<file path="config.mk">
export PLATFORM = sky130hd
export DESIGN_NAME = mcu_irq_ctrl_flat
export DESIGN_NICKNAME = d
export VERILOG_FILES = /design/src/rtl/mcu_irq_ctrl_if.sv /design/src/rtl/mcu_irq_ctrl.sv /design/src/flat_wrapper.sv
export SDC_FILE = /design/constraint.sdc
export NUM_CORES = 1
export LEC_CHECK = 0
export CORE_ASPECT_RATIO = 2
export CORE_MARGIN = 2
export CORE_UTILIZATION = 42
export DETAILED_ROUTE_END_ITERATION = 8
export PLACE_DENSITY = 0.85
export SLEW_MARGIN = 20
export SYNTH_ARGS = -nofsm -noshare
export SYNTH_HDL_FRONTEND = slang
export SYNTH_SLANG_ARGS = --single-unit
</file>
<file path="constraint.sdc">
create_clock -name clk -period 1 [get_ports clk]
set_input_delay 0.2 -clock clk [delete_from_list [all_inputs] [get_ports clk]]
set_output_delay 0.2 -clock clk [all_outputs]
set_load 0.005 [all_outputs]
</file>
<file path="src/rtl/mcu_irq_ctrl_if.sv">
// ============================================================================
// Module   : mcu_irq_ctrl_if
// Purpose  : Event-source / sysctrl signal bundle for the MCU interrupt controller.
// Revision : 1.0
// ============================================================================
`default_nettype none

interface mcu_irq_ctrl_if #(
  parameter int NUM_SRC = 7
);
  logic [NUM_SRC-1:0] src_in;
  logic [NUM_SRC-1:0] src_en;
  logic [NUM_SRC-1:0] src_ack;
  logic [NUM_SRC-1:0] overrun;
  logic [7:0]         int_in;
  logic [7:0]         int_ack;

  // master: event sources plus sysctrl; slave: the interrupt controller
  modport master (
    output src_in, src_en, int_ack,
    input  int_in, src_ack, overrun
  );

  modport slave (
    input  src_in, src_en, int_ack,
    output int_in, src_ack, overrun
  );
endinterface

`default_nettype wire

</file>
<file path="src/rtl/mcu_irq_ctrl.sv">
// ============================================================================
// Module   : mcu_irq_ctrl
// Purpose  : Latches source events into sysctrl int_in[7:1], clears them on ack.
// Revision : 1.0
// ============================================================================
`default_nettype none

module mcu_irq_ctrl #(
  parameter int           NUM_SRC   = 7,
  parameter logic [6:0]   EDGE_MODE = 7'h7F,
  parameter int           HOLDOFF   = 16
) (
  input  wire            clk,
  input  wire            reset,
  mcu_irq_ctrl_if.slave  bus
);

  typedef enum logic [1:0] {
    IDLE = 2'd0,
    PEND = 2'd1,
    HOLD = 2'd2
  } state_t;

  localparam logic [7:0] HOLD_LOAD = 8'(HOLDOFF - 1);

  logic [NUM_SRC-1:0] src_d;
  logic [NUM_SRC-1:0] pend_vec;
  logic [NUM_SRC-1:0] ack_vec;
  logic [NUM_SRC-1:0] ovr_vec;
  logic [7:0]         int_vec;
  logic               unused_ack;

  // one-cycle history for edge detection; zero at reset so a high input fires once
  always_ff @(posedge clk) begin
    if (reset) begin
      src_d <= '0;
    end else begin
      src_d <= bus.src_in;
    end
  end

  for (genvar k = 0; k < NUM_SRC; k++) begin : g_src
    localparam bit IS_EDGE = EDGE_MODE[k];

    state_t     state;
    logic [7:0] cnt;
    logic       pend_q;
    logic       sack_q;
    logic       ovr_q;
    logic       ev;
    logic       ack;

    assign ev  = bus.src_en[k] & (IS_EDGE ? (bus.src_in[k] & ~src_d[k]) : bus.src_in[k]);
    assign ack = bus.int_ack[k+1];

    always_ff @(posedge clk) begin
      if (reset) begin
        state  <= IDLE;
        cnt    <= 8'd0;
        pend_q <= 1'b0;
        sack_q <= 1'b0;
        ovr_q  <= 1'b0;
      end else begin
        sack_q <= 1'b0;
        if (!bus.src_en[k]) begin
          // disable overrides everything; overrun history survives
          state  <= IDLE;
          cnt    <= 8'd0;
          pend_q <= 1'b0;
        end else begin
          case (state)
            IDLE: begin
              if (ev) begin
                state  <= PEND;
                pend_q <= 1'b1;
              end
            end
            PEND: begin
              if (ack) begin
                sack_q <= 1'b1;
                if (IS_EDGE && ev) begin
                  // fresh edge coincident with ack keeps the request alive
                  state  <= PEND;
                  pend_q <= 1'b1;
                end else begin
                  ovr_q  <= 1'b0;
                  pend_q <= 1'b0;
                  if (IS_EDGE) begin
                    state <= IDLE;
                  end else begin
                    state <= HOLD;
                    cnt   <= HOLD_LOAD;
                  end
                end
              end else if (IS_EDGE && ev) begin
                ovr_q <= 1'b1;
              end
            end
            HOLD: begin
              if (cnt == 8'd0) begin
                state <= IDLE;
              end else begin
                cnt <= cnt - 8'd1;
              end
            end
            default: begin
              state  <= IDLE;
              cnt    <= 8'd0;
              pend_q <= 1'b0;
            end
          endcase
        end
      end
    end

    assign pend_vec[k] = pend_q;
    assign ack_vec[k]  = sack_q;
    assign ovr_vec[k]  = ovr_q;
  end

  always_comb begin
    int_vec              = 8'd0;
    int_vec[NUM_SRC:1]   = pend_vec;
  end

  assign bus.int_in  = int_vec;
  assign bus.src_ack = ack_vec;
  assign bus.overrun = ovr_vec;

  // bit 0 and bits above NUM_SRC of the ack strobe have no source behind them
  assign unused_ack = ^bus.int_ack;

endmodule

`default_nettype wire

</file>
<file path="src/flat_wrapper.sv">
// flat-port wrapper written by rule: the top's interface ports become plain ports
module mcu_irq_ctrl_flat 
#(
  parameter int           NUM_SRC   = 7,
  parameter logic [6:0]   EDGE_MODE = 7'h7F,
  parameter int           HOLDOFF   = 16
)
  (clk, reset, bus_src_in, bus_src_en, bus_int_ack, bus_int_in, bus_src_ack, bus_overrun);
  mcu_irq_ctrl_if #(.NUM_SRC(NUM_SRC)) bus_i ();
  input  wire clk;
  input  wire reset;
  input wire logic [$bits(bus_i.src_in)-1:0] bus_src_in;
  input wire logic [$bits(bus_i.src_en)-1:0] bus_src_en;
  input wire logic [$bits(bus_i.int_ack)-1:0] bus_int_ack;
  output wire logic [$bits(bus_i.int_in)-1:0] bus_int_in;
  output wire logic [$bits(bus_i.src_ack)-1:0] bus_src_ack;
  output wire logic [$bits(bus_i.overrun)-1:0] bus_overrun;
  assign bus_i.src_in = bus_src_in;
  assign bus_i.src_en = bus_src_en;
  assign bus_i.int_ack = bus_int_ack;
  assign bus_int_in = bus_i.int_in;
  assign bus_src_ack = bus_i.src_ack;
  assign bus_overrun = bus_i.overrun;
  mcu_irq_ctrl #(.NUM_SRC(NUM_SRC), .EDGE_MODE(EDGE_MODE), .HOLDOFF(HOLDOFF)) u_core (.clk(clk), .reset(reset), .bus(bus_i));
endmodule
</file>
**Word-level counts from Yosys, hierarchy flattened**

Cells that the tools add are included.
Widths: inputs -> output; s select.

- $add $sub $neg: 7
- Multiply operators: 0
- Div/mod/pow operators: 0
- Magnitude comparators: 0
- Equal/unequal tests: 49
- Shift operators: 0
- Mux-type cells: 98
- Bitwise gates (word level): 49
- Reduce and logical (&&, ||, !) cells: 70

Operators by type and width:

| operator | count |
|---|---|
| $pmux 8 s2 | 7 |
| $logic_not 8->1 | 7 |
| $mux 8 | 7 |
| $sub 8x1->8 const B | 7 |
| $mux 1 | 49 |
| $mux 2 | 21 |
| $ne 2x2->1 const B | 21 |
| $pmux 2 s3 | 7 |
| $reduce_and 3->1 | 14 |
| $not 1->1 | 35 |
| $ne 2x1->1 const B | 14 |
| $reduce_and 4->1 | 7 |
| $reduce_or 2->1 | 14 |
| $pmux 1 s3 | 7 |
| $reduce_or 3->1 | 7 |
| $and 1x1->1 | 14 |
| $eq 2x1->1 const B | 7 |
| $eq 2x2->1 const B | 7 |
| $logic_not 2->1 | 7 |
| $reduce_and 2->1 | 7 |
| $reduce_bool 2->1 | 7 |

- Bits in registers: 98
- Bits in latches: 0
- Bits in writable memories: 0
- Bits in read-only memories: 0
- Bits of input ports: 24
- Output and inout port bits: 22
- Logic and storage cells: 309
- Memories: 0

**Longest topological paths before layout**

Gate-level depths: netlist of run 1.

- Depth after elaboration: 6
- Depth in mapped cells: 3
- Mapped depth without buffers: 3

**Least setup slack after synthesis of run 1**

OpenSTA, ideal clock, no wires.

- Path type: reg-to-reg
- Start: reg, netlist name u_core.g_src[3].pend_q
- End: reg u_core.g_src[3].ovr_q
- Setup time: 126 ps
- Arrival: 674 ps
- Required time: 874 ps
- Path slack: 200 ps
- Cell stages (with the launch flop): 4
- Path buffers: 0
- Period minus slack after synthesis: 800 ps
- Cell sequence: dfxtp_1 -> nand2_1 -> o21ai_0 -> o22ai_2

RTL lines:

| item | line | text |
|---|---|---|
| end signal, assigned | mcu_irq_ctrl.sv:62 | `ovr_q <= 1'b0;` |
| end signal, assigned | mcu_irq_ctrl.sv:86 | `ovr_q <= 1'b0;` |
| end signal, assigned | mcu_irq_ctrl.sv:96 | `ovr_q <= 1'b1;` |
| end, declared | mcu_irq_ctrl.sv:49 | `logic ovr_q;` |

==> run_results.csv, run 1 <==
group,metric,value,unit
timing,grt_setup_unrepaired,"yes",
power_and_ir_drop,total_power,2.04,mW
logic_synthesis,post_synth.cell_area_avg,9.07,µm²
hold_path,hp-start,"u_core.g_src[6].ovr_q",
layout,n_fill_cell,260,
timing,timing.hold.ws,0.493,ns
grt,largest_net_degree_at_the_start_of_global_routing,29,
hold_path,hp-class,"register to register",
setup_path,critical_path.max_stage_delay,0.46,ns
job,maxCapViolCount,0,
setup_path,critical_path.endpoint_type,"register",
die,core_area,2740,µm²
timing,fin_skew,0.00132,ns
clock_tree,tritoncts,"built",
timing,slack_of_the_critical_path,0.00459,ns
setup_path,critical_path.slowest_cell,"sky130_fd_sc_hd__clkdlybuf4s50_1",
die,die_height,79.2,µm
logic_synthesis,synthesis.yosys.warnings,0,
drt,drc,0,
logic_synthesis,synth_fp_nets,155,
logic_synthesis,synth_cell_type_count,22,
setup_path,crit_start,"reset",
setup_path,crit_path_required_time,1.19,ns
setup_path,cp_num_buf_inv,2,
clock_tree,clk_latency,0.26,ns
drt,routed_via_density,4.93,
place,dpl_cell_area,1620,µm²
logic_synthesis,ys_seq_elements,28,
grt,gr-usage-all-layers,15.8,%
setup_path,reg2reg_from,"u_core.g_src[0].state[0]",
drt,drtPass1Iterations,4,
die,num_io_pins,46,
drt,detail_route.iter0.violations,23,
die,die_width,41.6,µm
die,total_number_of_placement_rows,27,
logic_synthesis,postSynthCellCount,131,
setup_path,timing.critical_path.arrival,1.19,ns
timing,post-route-period-util,99.5,%
power_and_ir_drop,vdd_drop_max,0.000963,V
layout,final_area,1620,µm²
die,start_util,43.4,%
layout,final_cells,200,
place,placement.io_buffers,43,
clock_tree,clk_pin_slew_worst_paths,0.09,ns
clock_tree,clk_path_buf_depth,2,
place,dp_worst_setup_slack,-0.259,ns
layout,area_delta_synth_final,36.1,%
timing,finalSetupViolations,0,
setup_path,start_kind,"input pin",
die,dieArea,3300,µm²
layout,diodes,0,
timing,setup_tns,0,ns
clock_tree,root_buffer,"sky130_fd_sc_hd__clkbuf_8",
setup_path,worstSetupPathType,"input pin to register",
logic_synthesis,synth.yosys.seq_area_share,47.2,%
logic_synthesis,mappedNetlistArea,1190,µm²
place,gpl_congestion,0.779,
drt,drt-total-wl,2590,µm
timing,finalHoldViolCount,0,
drt,antenna_left,0,
setup_path,critical_path.top_delay_family,"buffers and inverters",
timing,layout_min_cycle_time,0.995,ns
layout,number_of_nets_in_the_finished_design,197,
clock_tree,cts.hold.buffers_added,0,
drt,vias_post_dr,986,
drt,routed_wire_length_per_instance,13.0,µm
timing,fmaxAchievable,1000,MHz
grt,globalRouteOverflowTotal,0,
place,placed_cells_incl_taps,195,
layout,layout_common_cells,"sky130_fd_sc_hd__clkdlybuf4s50_1 (22), sky130_fd_sc_hd__dfxtp_2 (19), sky130_fd_sc_hd__buf_4 (18)",
grt,vias_in_the_first_global_route,1076,
power_and_ir_drop,power_per_cell_area,1260,nW/µm²
layout,post_route_cells_drive_above_1_share,40.4,%
clock_tree,cts_num_sinks,28,
setup_path,critPathMaxFanout,28,
status,outcome,"completed",
power_and_ir_drop,leakage_power_summed_over_all_cells,0.707,nW
clock_tree,cts_htree_levels,1,
grt,grt_first_pass_wirelength,4150,µm
clock_tree,cts_inserted_buffers,3,
timing,pins_over_their_slew_limit,0,
grt,initial_antenna_violation_count,0,
place,detailedPlacementHpwl,1960,µm
setup_path,critical_path.cell_chain,"clkdlybuf4s50_1 > buf_12 > or2_1 > o22ai_2",
layout,most_frequent_standard_cell_in_the_layout_excluding_fill_and_tap_cells,"sky130_fd_sc_hd__clkdlybuf4s50_1",
layout,final_design_utilization,59.1,%
[tightest hold or removal path: stages (launching register included)]
cell,delay [ns]
sky130_fd_sc_hd__dfxtp_2,0.34
sky130_fd_sc_hd__nand2_1,0.06
sky130_fd_sc_hd__a21oi_1,0.06
[report_power, final]
part	leakage [nW]	total [mW]	internal, mW	switching [mW]
Clock	0.0216	0.583	0.269	0.314
Combinational	0.448	0.287	0.174	0.113
Sequential	0.238	1.17	1.15	0.0179
Total	0.707	2.04	1.60	0.444
[state kept, by name (all words and copies together), names as in the netlist]
signal / cells
u_core.g_src.ovr_q: 7
u_core.g_src.pend_q: 5
u_core.g_src.sack_q: 7
u_core.g_src.state: 2
u_core.src_d: 7
[synth_stat cells]
cell	instances	area, µm²
sky130_fd_sc_hd__o22ai_1	1	6.26
sky130_fd_sc_hd__o22ai_2	2	25.0
sky130_fd_sc_hd__nor3_1	6	30.0
sky130_fd_sc_hd__nor2b_1	14	87.6
sky130_fd_sc_hd__and3b_1	1	8.76
sky130_fd_sc_hd__nand2_1	7	26.3
sky130_fd_sc_hd__dfxtp_1	28	561
sky130_fd_sc_hd__or2_1	1	6.26
sky130_fd_sc_hd__o21ai_1	3	15.0
sky130_fd_sc_hd__nor3b_1	7	52.6
sky130_fd_sc_hd__a21oi_1	11	55.1
sky130_fd_sc_hd__or2_2	1	6.26
sky130_fd_sc_hd__and4b_1	3	30.0
sky130_fd_sc_hd__o21ai_0	7	35.0
sky130_fd_sc_hd__or2_0	1	6.26
sky130_fd_sc_hd__buf_4	22	165
sky130_fd_sc_hd__conb_1	1	3.75
sky130_fd_sc_hd__nor2_1	1	3.75
sky130_fd_sc_hd__nand3_1	1	5.00
sky130_fd_sc_hd__a31oi_1	3	18.8
sky130_fd_sc_hd__inv_1	7	26.3
sky130_fd_sc_hd__buf_2	3	15.0
[path summary, 6_finish.rpt]
path | endpoint | slack [ns] | cells after the start
max | u_core.g_src[3].ovr_q | 0.005 | 4
min | u_core.g_src[6].ovr_q | 0.49 | 2
max reg2reg | u_core.g_src[0].ovr_q | 0.03 | 4
min reg2reg | u_core.g_src[6].ovr_q | 0.49 | 2
[layout make-up]
cell class | count | area [µm²] | area share (%)
Clock buffer | 3 | 41.3 | 2.55
Inverter | 7 | 26.3 | 1.62
Multi-Input combinational cell | 71 | 439 | 27.1
Sequential cell | 28 | 584 | 36.1
Tap cell | 29 | 36.3 | 2.24
Timing Repair Buffer | 62 | 490 | 30.3
[repair_timing]
action | 4_1_cts | 5_1_grt
gates resized for setup | 73 | 24
setup endpoints to repair | 21 | 23
setup buffers | 2 | 0
cloned | 0 | 0
pin swaps | 0 | 0
[routing by layer]
layer  vias to the layer above  routed length (µm)  part of all wire, %  global-route usage (%)
li1                        496                   -                    -                       -
met1                       468                 959                   37                    14.4
met2                        20                1520                   59                    31.6
met3                         2                  86                  3.3                    2.50
met4                         0                  27                  1.0                    8.06
met5                         -                   0                    0                       0
[cells by family (layout without fill, tap and decap cells)]
| family | Yosys count | in the layout | share of synthesized area (%) |
|---|---|---|---|
| simple gates | 43 | 43 | 22.1 |
| buf+inv | 32 | 72 | 17.4 |
| flops | 28 | 28 | 47.2 |
| compound gates | 27 | 27 | 13.1 |
| other cells | 1 | 1 | 0.315 |
No activity file was read; power rests on OpenSTA's default activity.
==> run 2, diff against run 1 <==
--- a/config.mk
+++ b/config.mk
@@ -6,7 +6,6 @@
 export NUM_CORES = 1
 export LEC_CHECK = 0
 export CORE_ASPECT_RATIO = 2
-export CORE_MARGIN = 2
 export CORE_UTILIZATION = 42
 export DETAILED_ROUTE_END_ITERATION = 8
 export PLACE_DENSITY = 0.85
==> run 2 against run 1 <==
Clock power fell by 1%. Final area rose by 1.4%. Fmax rose by 3.3%. Die area fell by 7.2%. Critical path depth did not move. Count of clock-buffer cells in the layout did not move. Critical path type is now register to register.
==> run_results.csv, run 2 (same netlist as run 1, synthesis figures left out) <==
group,metric,value,unit
place,dpl_cell_area,1620,µm²
hold_path,worstHoldPathCells,2,
power_and_ir_drop,vdd_drop_max,0.00100,V
setup_path,reg2reg_from,"u_core.g_src[6].pend_q",
clock_tree,clk_path_buf_depth,2,
layout,n_fill_cell,243,
layout,diodes,0,
die,num_io_pins,46,
timing,fmaxAchievable,1040,MHz
clock_tree,cts_num_sinks,28,
power_and_ir_drop,total_power,2.04,mW
grt,initial_antenna_violation_count,0,
layout,multi_input_comb_area,454,µm²
layout,largestRegisters,"u_core.g_src.ovr_q x7, u_core.g_src.sack_q x7, u_core.src_d x7",
drt,drtPass1Iterations,4,
setup_path,worstSetupPathType,"register to register",
power_and_ir_drop,leakage_power_summed_over_all_cells,0.735,nW
die,core_area,2700,µm²
hold_path,hp-start,"reset",
timing,finalHoldViolCount,0,
setup_path,r2r_end,"u_core.g_src[6].ovr_q",
die,start_util,44.0,%
power_and_ir_drop,power_per_cell_area,1240,nW/µm²
timing,fin_skew,0.00162,ns
clock_tree,clk_pin_slew_worst_paths,0.08,ns
layout,post_route_cells_drive_above_1_share,42.0,%
grt,gr-usage-all-layers,19.1,%
layout,final_area,1640,µm²
setup_path,crit_start,"u_core.g_src[6].pend_q",
timing,post-route-period-util,96.4,%
setup_path,start_kind,"register",
timing,layout_min_cycle_time,0.964,ns
timing,finalSetupViolations,0,
grt,globalRouteOverflowTotal,0,
layout,sequential_cell_area,582,µm²
drt,vias_post_dr,1005,
die,total_number_of_placement_rows,27,
drt,drc,0,
drt,drt-total-wl,2590,µm
die,dieArea,3060,µm²
setup_path,ff2ff_setup_slack,0.04,ns
die,die_height,77.2,µm
drt,detail_route.iter0.violations,19,
clock_tree,clk_latency,0.26,ns
setup_path,critPathMaxFanout,3,
drt,routed_via_density,4.95,
grt,largest_net_degree_at_the_start_of_global_routing,15,
job,maxCapViolCount,0,
layout,number_of_nets_in_the_finished_design,200,
setup_path,timing.critical_path.arrival,1.12,ns
hold_path,hp-class,"input pin to register",
timing,pins_over_their_slew_limit,0,
setup_path,worst_case_reg_to_reg_path_depth,4,
hold_path,whs_endpoint,"u_core.src_d[5]",
status,outcome,"completed",
clock_tree,tritoncts,"built",
clock_tree,cts.hold.buffers_added,0,
clock_tree,cts_htree_levels,1,
layout,area_delta_synth_final,38.0,%
place,gpl_congestion,0.669,
drt,antenna_left,0,
layout,layout_common_cells,"sky130_fd_sc_hd__clkdlybuf4s50_1 (21), sky130_fd_sc_hd__buf_4 (20), sky130_fd_sc_hd__dfxtp_2 (17)",
drt,routed_wire_length_per_instance,12.7,µm
place,detailedPlacementHpwl,2070,µm
setup_path,critical_path.endpoint_type,"register",
clock_tree,cts_inserted_buffers,3,
grt,grt_first_pass_wirelength,4220,µm
setup_path,crit_path_required_time,1.16,ns
place,placement.io_buffers,43,
clock_tree,root_buffer,"sky130_fd_sc_hd__clkbuf_8",
die,die_width,39.6,µm
layout,most_frequent_standard_cell_in_the_layout_excluding_fill_and_tap_cells,"sky130_fd_sc_hd__clkdlybuf4s50_1",
grt,vias_in_the_first_global_route,1036,
[run 2: power by group]
| group | total, mW | internal, mW | switching [mW] |
|---|---|---|---|
| combinational | 0.296 | 0.180 | 0.117 |
| sequential | 1.17 | 1.15 | 0.0175 |
| clock | 0.575 | 0.269 | 0.305 |
[run 2: critical path, cell delays in order (launching register included)]
cell and delay (ns):
sky130_fd_sc_hd__dfxtp_2 0.33, sky130_fd_sc_hd__buf_4 0.13, sky130_fd_sc_hd__and3b_1 0.16, sky130_fd_sc_hd__o21ai_1 0.16, sky130_fd_sc_hd__a21oi_1 0.08
[run 2: final cells by class]
class | instances | share of cell area (%)
Timing Repair Buffer | 65 | 30.5
Tap cell | 29 | 2.21
Multi-Input combinational cell | 71 | 27.7
Sequential cell | 28 | 35.5
Clock buffer | 3 | 2.52
Inverter | 7 | 1.60
[run 2: layer usage]
metal | wire [µm] | track usage, % | vias up
met1 | 859 | 19.6 | 468
li1 | - | - | 504
met2 | 1570 | 34.3 | 27
met5 | 0 | 0 | -
met4 | 66 | 8.28 | 0
met3 | 89 | 2.89 | 6
[run 2: worst max path at each step]
stage                                   to  cells past startpoint
global placement    u_core.g_src[3].sack_q                      4
global route         u_core.g_src[5].ovr_q                      4
CTS                 u_core.g_src[3].pend_q                      4
floorplan            u_core.g_src[3].ovr_q                      3
detailed placement  u_core.g_src[3].pend_q                      4
finish               u_core.g_src[6].ovr_q                      4
[run 2: timing repair]
| action | CTS | global route |
|---|---|---|
| resized for setup | 82 | 23 |
| setup buffers | 3 | 0 |
| pin swaps | 0 | 4 |
| setup endpoints to repair | 25 | 24 |
[run 2: metrics by stage]
step | instances | setup TNS [ns] | util, % | setup slack [ns] | hold slack (ns)
after CTS | 203 | -0.00385 | 61.8 | -0.00348 | 0.504
after global routing | 203 | -0.000272 | 60.7 | -0.000272 | 0.256
final | 203 | 0 | 60.7 | 0.0362 | 0.223
after global placement | 197 | -4.53 | 59.9 | -0.236 | 0.458
after detailed placement | 197 | -5.97 | 59.9 | -0.321 | 0.484
after floorplan | 131 | 0 | - | 0.200 | 0.328
==> run 3, diff against run 2 <==
--- a/config.mk
+++ b/config.mk
@@ -5,9 +5,11 @@
 export SDC_FILE = /design/constraint.sdc
 export NUM_CORES = 1
 export LEC_CHECK = 0
+export ABC_CLOCK_PERIOD_IN_PS = 1000
 export CORE_ASPECT_RATIO = 2
 export CORE_UTILIZATION = 42
 export DETAILED_ROUTE_END_ITERATION = 8
+export GPL_ROUTABILITY_DRIVEN = 0
 export PLACE_DENSITY = 0.85
 export SLEW_MARGIN = 20
 export SYNTH_ARGS = -nofsm -noshare
==> results of run 3 <==
No change in the layout: final DEF, timing and power equal those of run 2.
